File: src/rtl/vga_fix.sv
// Static Pong frame on 640x480@60 VGA from a 100 MHz clock: sync generator plus pixel painter.
// Optional ROUND_BALL_EN masks the 8x8 ball with a round bitmap.
module vga_fix #(
    parameter int H_DISPLAY = 640,
    parameter int H_FRONT   = 16,
    parameter int H_RETRACE = 96,
    parameter int H_BACK    = 48,
    parameter int V_DISPLAY = 480,
    parameter int V_FRONT   = 10,
    parameter int V_RETRACE = 2,
    parameter int V_BACK    = 33,
    parameter int PIX_DIV   = 4
) (
    input  logic       clk,
    input  logic       reset,
    output logic       hsync,
    output logic       vsync,
    output logic [3:0] r,
    output logic [3:0] g,
    output logic [3:0] b
);

    localparam logic [1:0] DIV_LAST = 2'(PIX_DIV - 1);
    localparam logic [9:0] H_LAST   = 10'(H_DISPLAY + H_FRONT + H_RETRACE + H_BACK - 1);
    localparam logic [9:0] V_LAST   = 10'(V_DISPLAY + V_FRONT + V_RETRACE + V_BACK - 1);
    localparam logic [9:0] HS_START = 10'(H_DISPLAY + H_FRONT);
    localparam logic [9:0] HS_END   = 10'(H_DISPLAY + H_FRONT + H_RETRACE - 1);
    localparam logic [9:0] VS_START = 10'(V_DISPLAY + V_FRONT);
    localparam logic [9:0] VS_END   = 10'(V_DISPLAY + V_FRONT + V_RETRACE - 1);
    localparam logic [9:0] H_VIS    = 10'(H_DISPLAY - 1);
    localparam logic [9:0] V_VIS    = 10'(V_DISPLAY - 1);

    localparam logic [9:0] WALL_X_L = 10'd32;
    localparam logic [9:0] WALL_X_R = 10'd35;
    localparam logic [9:0] PAD_X_L  = 10'd600;
    localparam logic [9:0] PAD_X_R  = 10'd603;
    localparam logic [9:0] PAD_Y_T  = 10'd204;
    localparam logic [9:0] PAD_Y_B  = 10'd275;
    localparam logic [9:0] BALL_X_L = 10'd580;
    localparam logic [9:0] BALL_X_R = 10'd587;
    localparam logic [9:0] BALL_Y_T = 10'd238;
    localparam logic [9:0] BALL_Y_B = 10'd245;

    logic [1:0] div_q, div_d;
    logic [9:0] h_count_q, h_count_d;
    logic [9:0] v_count_q, v_count_d;
    logic       hsync_q, hsync_d;
    logic       vsync_q, vsync_d;
    logic       pixel_tick;
    logic       h_end, v_end;

    always_comb begin
        div_d      = div_q + 2'd1;
        pixel_tick = (div_q == DIV_LAST);
        h_end      = (h_count_q == H_LAST);
        v_end      = (v_count_q == V_LAST);
        h_count_d  = h_count_q;
        v_count_d  = v_count_q;
        if (pixel_tick) begin
            if (h_end) begin
                h_count_d = '0;
                v_count_d = v_end ? '0 : v_count_q + 10'd1;
            end else begin
                h_count_d = h_count_q + 10'd1;
            end
        end
        // Decode the next count so the registered sync lines up with it.
        hsync_d = !((h_count_d >= HS_START) && (h_count_d <= HS_END));
        vsync_d = !((v_count_d >= VS_START) && (v_count_d <= VS_END));
    end

    always_ff @(posedge clk) begin
        if (!reset) begin
            div_q     <= '0;
            h_count_q <= '0;
            v_count_q <= '0;
            hsync_q   <= 1'b0;
            vsync_q   <= 1'b0;
        end else begin
            div_q     <= div_d;
            h_count_q <= h_count_d;
            v_count_q <= v_count_d;
            hsync_q   <= hsync_d;
            vsync_q   <= vsync_d;
        end
    end

    assign hsync = hsync_q;
    assign vsync = vsync_q;

    logic video_on;
    logic wall_on, paddle_on, ball_box, ball_on;

    assign video_on = (h_count_q <= H_VIS) && (v_count_q <= V_VIS);

    assign wall_on = (h_count_q >= WALL_X_L) && (h_count_q <= WALL_X_R)
                  && (v_count_q <= V_VIS);

    assign paddle_on = (h_count_q >= PAD_X_L) && (h_count_q <= PAD_X_R)
                    && (v_count_q >= PAD_Y_T) && (v_count_q <= PAD_Y_B);

    assign ball_box = (h_count_q >= BALL_X_L) && (h_count_q <= BALL_X_R)
                   && (v_count_q >= BALL_Y_T) && (v_count_q <= BALL_Y_B);

`ifdef ROUND_BALL_EN
    logic [2:0] ball_row, ball_col;
    logic [7:0] rom_bits;

    assign ball_row = 3'(v_count_q - BALL_Y_T);
    assign ball_col = 3'(h_count_q - BALL_X_L);

    always_comb begin
        rom_bits = 8'hFF;
        unique case (ball_row)
            3'd0, 3'd7: rom_bits = 8'h3C;
            3'd1, 3'd6: rom_bits = 8'h7E;
            default:    rom_bits = 8'hFF;
        endcase
    end

    // Column 0 is the leftmost pixel, stored in the MSB.
    assign ball_on = ball_box && rom_bits[3'd7 - ball_col];
`else
    assign ball_on = ball_box;
`endif

    always_comb begin
        r = 4'h0;
        g = 4'h0;
        b = 4'h0;
        if (reset && video_on) begin
            if (wall_on) begin
                r = 4'hF;
            end else if (paddle_on) begin
                g = 4'hF;
            end else if (ball_on) begin
                b = 4'hF;
            end
        end
    end

endmodule

File: config.mk
export PLATFORM = sky130hd
export DESIGN_NAME = vga_fix
export DESIGN_NICKNAME = d
export VERILOG_FILES = /design/src/rtl/vga_fix.sv
export SDC_FILE = /design/constraint.sdc
export NUM_CORES = 1
export LEC_CHECK = 0
export ABC_AREA = 1
export ABC_CLOCK_PERIOD_IN_PS = 2000
export CORE_MARGIN = 5
export CORE_UTILIZATION = 56
export DETAILED_ROUTE_END_ITERATION = 8
export HOLD_SLACK_MARGIN = 0.1
export PLACE_DENSITY = 0.78
export SLEW_MARGIN = 20
export SYNTH_ARGS = -nofsm -noshare
export SYNTH_HDL_FRONTEND = slang
export SYNTH_SLANG_ARGS = --single-unit
File: constraint.sdc
create_clock -name clk -period 2 [get_ports clk]
set_input_delay 0.4 -clock clk [delete_from_list [all_inputs] [get_ports clk]]
set_output_delay 0.4 -clock clk [all_outputs]
set_load 0.005 [all_outputs]
# After elaboration in Yosys (flattened, before gate mapping)
# Index checks and enable logic that the tools add are counted.
# W data, S select, Z words.
op_classes:
  addsub: 3
  n_lt_le_gt_ge: 16
  eq_ne: 3
  n_mux: 14
  reduce_logical: 14
ops:
  columns: ["operator", "n"]
  rows:
  - ["$mux W10", 5]
  - ["$le A10 B10 Y1 const B", 4]
  - ["$mux W4", 9]
  - ["$ge A10 B10 Y1 const B", 3]
  - ["$le A10 B9 Y1 const B", 3]
  - ["$add A10 B1 Y10 const B", 2]
  - ["$eq A10 B10 Y1 const B", 2]
  - ["$ge A10 B8 Y1 const B", 2]
  - ["$logic_and A1 B1 Y1", 12]
  - ["$ge A10 B6 Y1 const B", 1]
  - ["$ge A10 B9 Y1 const B", 1]
  - ["$le A10 B6 Y1 const B", 1]
  - ["$le A10 B8 Y1 const B", 1]
  - ["$add A2 B1 Y2 const B", 1]
  - ["$eq A2 B2 Y1 const B", 1]
  - ["$logic_not A1 Y1", 2]
word_totals:
  regBits: 24
  in_bits: 2
  output_inout_bits: 14
  word_cells: 55

# Longest topological paths before layout
logic_depth:
  word_depth: 8
  ltp_mapped: 13
  mapped_depth_nobuf: 12

# Worst setup path before layout
# No wires, ideal clock.
synth_timing:
  path_type: "flip-flop to output port"
  startpoint: "register v_count_q[9]"
  endpoint: "output g[1]"
  t_arrival_ns: 1.426
  required_ns: 1.600
  path_slack_ns: 0.174
  stages_incl_launch_ff: 6
  path_cell_list: "dfxtp_1 clkbuf_1 nor4_1 nand2_1 nor3_1 buf_4"
synth_between:
  elab_chain_cells: 6
  word_cells_on_any_way: 11
synth_lines:
  columns: ["element", "line", "text"]
  rows:
  - ["from (decl)", "46", "logic [9:0] v_count_q, v_count_d;"]
  - ["from (signal assigned)", "82", "v_count_q <= v_count_d;"]
  - ["$ge A10 B8 Y1", "100", "&& (v_count_q >= PAD_Y_T) && (v_count_q <= PAD_Y_B);"]
  - ["$logic_and A1 B1 Y1 (2 in a row)", "100", null]
  - ["$mux W4", "134", "end else if (paddle_on) begin"]
  - ["$mux W4", "132", "if (wall_on) begin"]
  - ["$mux W4 (*)", "131", "if (reset && video_on) begin"]
  - ["to (decl)", "19", "output logic [3:0] g,"]
# Every way passes the cells marked *; elsewhere a longest branch is shown, timed or not.

# Final worst setup path
layout_timing:
  startpoint: "register h_count_q[8]"
  endpoint: "output g[2]"
layout_between:
  elab_chain_cells: 7
  word_cells_on_any_way: 15
layout_lines:
  columns: ["element", "line", "text"]
  rows:
  - ["from (decl)", "45", "logic [9:0] h_count_q, h_count_d;"]
  - ["from (signal assigned)", "81", "h_count_q <= h_count_d;"]
  - ["$ge A10 B10 Y1 or $le A10 B10 Y1 (tied branches)", "99", "assign paddle_on = (h_count_q >= PAD_X_L) && (h_count_q <= PAD_X_R)"]
  - ["$logic_and A1 B1 Y1", "99", null]
  - ["$logic_and A1 B1 Y1 (2 in a row)", "100", null]
  - ["$mux W4", "134", null]
  - ["$mux W4", "132", null]
  - ["$mux W4 (*)", "131", null]
# Marks and branches as above.

==> reports/qor.yml <==
violations: "setup timing"
grt_overflow: 0
fin_nets: 321
r2r_start: "h_count_q[1]"
cp_top_family: "buffers and inverters"
slew_headroom_pct: 77.9
hold_path_class: "reg -> reg"
wl_per_cell_um: 13.2
routed_wl_um: 4530
setup-violations-final: 11
cp_common_cell: "buf_6"
max_freq_mhz: 444
ys_warn_count: 0
routed-via-count: 1885
worstSetupPathType: "reg -> out"
avgSynthCellArea_um2: 6.35
whs_path_depth: 1
crit_path_max_fanout: 5
worst-path-buf-inv: 5
antenna_found_initial: 0
outcome: "finished, violations left"
hold_viol: 0
ir_drop_v: 0.000409
period_share_pct: 113
mostFrequentLayoutCells: "nand2_1 (57), buf_4 (45), nor2_1 (38)"
final_common_cell: "nand2_1"
postLayoutCoreUtil_pct: 80.0
core_area_um2: 2780
crit_arrival_ns: 1.85
dp.final_hpwl_um: 3260
synthTopCellsByArea: "dfxtp_1 (30%), nand2_1 (14%), nor2_1 (9.5%), inv_1 (7.4%), nand3_1 (6.2%)"
synth_top_area_cell: "dfxtp_1"
pre_cts_slack_ns: -0.688
port_buffers: 15
grt_setup_unrepaired: "true"
synthesis.nets: 265
synth.yosys.seq_area_share_pct: 29.5
die-height_um: 63.9
syn_area_um2: 1630
worstPathRequired_ns: 1.60
numCtsBuffers: 3
setup_ws_ns: -0.254
initialDrtViolationCount: 128
layout-drive-gt1-share_pct: 33.4
place.gp.congestion: 0.965
fp.dieW_um: 63.9
slew_viol_final: 0
htree_levels: 1
r2r_setup_slack_ns: 0.18
synthCells: 256
rows: 19
grt_start_max_net_pins: 20
min_from: "div_q[0]"
grt_pass1_wl_um: 7450
r2r_end: "vsync"
clockBufferDepth: 2
period_minus_slack_ns: 2.25
power_density_nw_per_um2: 357
grt_pass1_vias: 1660
leakage_nw: 1.02
cpPeakStageDelay_ns: 0.35
dieArea_um2: 4080
crit_path_start_kind: "flip-flop"
clk_pin_slew_ns: 0.14
yosysTopAreaCellShare_pct: 29.5
cts_tree: "done"
ys_types: 32
total_power_mw: 0.794
ant_nets: 0
start_util_pct: 58.5
root_buffer: "clkbuf_4"
path_cells: "buf_4 -> nor4_4 -> nand3_2 -> nand2_2 -> nor3_2 -> buf_4 -> buf_6 -> buf_6 -> buf_6"
syn_to_final_growth_pct: 36.8
max_cap_violations: 0
antenna_cells: 0
cp.depth: 9
io-pin-count: 16
crit_path_end_kind: "primary output"
tightest_slew_ns: 0.328
drt-vias-per-instance: 5.51
clk_latency_ns: 0.32
whs_endpoint: "div_q[0]"
cpMaxStageDelayCell: "dfxtp_2"
grt_use_total_pct: 22.0
synth.ff_latch_count: 24
cts.sinks: 24
clock-skew-final_ns: 0.00704
reg2regPathDepth: 9
firstDrtPassIters: 5
drc: 0
## per-layer routing
layer  vias up  wire length, um  track usage (%)
li1        919                -                -
met1       863             1980             30.9
met2        92             2030             34.5
met3        11              433             3.33
met4         0               84             6.49
met5         -                0                0
## worst max-delay path by stage
| stage | start | end | slack, ns |
|---|---|---|---|
| final | h_count_q[8] | g[2] | -0.25 |
| after global routing | h_count_q[8] | g[2] | -0.36 |
| after CTS | h_count_q[7] | g[2] | -0.34 |
| after detailed placement | reset | g[2] | -0.69 |
| after global placement | reset | g[2] | -0.61 |
| after floorplan | v_count_q[9] | g[1] | 0.17 |
## worst register-to-register path: cells and delay by family (launching register included)
| family | cells | cell delay (ns) |
|---|---|---|
| AOI/OAI and AO/OA | 1 | 0.36 |
| adders and majority gates | 1 | 0.19 |
| DFF | 1 | 0.40 |
| and+or+nand+nor | 7 | 0.84 |
## stage by stage
stage / cells / setup TNS [ns] / cell area, um^2 / hold slack [ns]
detailed placement: 329 / -7.24 / 2040 / 0.419
global route: 342 / -2.98 / 2220 / 0.464
CTS: 340 / -2.48 / 2160 / 0.438
finish: 342 / -1.51 / 2220 / 0.435
floorplan: 256 / 0 / 1630 / 0.399
global placement: 329 / -6.55 / 2040 / 0.411
## synth_stat cells
cell / instances
o21ai_0: 6
buf_4: 9
nor2_1: 41
nand4_1: 8
nor2_8: 1
nor4_1: 5
o31ai_1: 1
nand2_2: 1
inv_2: 3
nand2_1: 60
xnor2_1: 1
nand3_1: 20
a21oi_1: 8
nor2_4: 1
clkinv_1: 1
a211oi_1: 1
o211ai_1: 1
nor3_1: 5
nand3_2: 3
ha_1: 7
o21bai_1: 2
o2111ai_1: 1
o21ai_1: 2
clkbuf_1: 3
xor2_1: 1
nand3b_1: 1
buf_1: 1
inv_1: 32
dfxtp_1: 24
buf_2: 1
nor2_2: 4
a31oi_1: 1
## cell families after synthesis
| family | count (synthesis) | share of synthesized area [%] |
|---|---|---|
| and+or+nand+nor | 150 | 42.2 |
| buffers and inverters | 50 | 13.7 |
| DFF | 24 | 29.5 |
| AOI/OAI and AO/OA | 23 | 8.15 |
| adders and majority gates | 7 | 5.38 |
| xor gates and xnor gates | 2 | 1.08 |
## what timing repair did
item                       4_1_cts  5_1_grt
pin swaps                        9        7
resized for setup               55       26
hold buffers                     0        0
setup endpoints to repair       12       12
setup buffers                    8        2
## area by class of cell
cell class | count | area (um^2)
sequential | 24 | 488
timing repair buffer | 65 | 513
tap | 31 | 38.8
inverter | 36 | 135
clock buffer | 4 | 36.3
multi-input combinational | 182 | 1010
fill | 200 | 557
## sequential cells by signal, indices dropped and copies added, names as in the netlist
register,count
vsync,1
hsync,1
div_q,2
v_count_q,10
h_count_q,10
## power breakdown
part           switching [mW]  leakage (nW)  internal (mW)
logic                  0.0249         0.800         0.0183
clock network           0.149        0.0210          0.111
registers             0.00408         0.198          0.486
total                   0.178          1.02          0.616
Power figures use the tool's default switching activity.
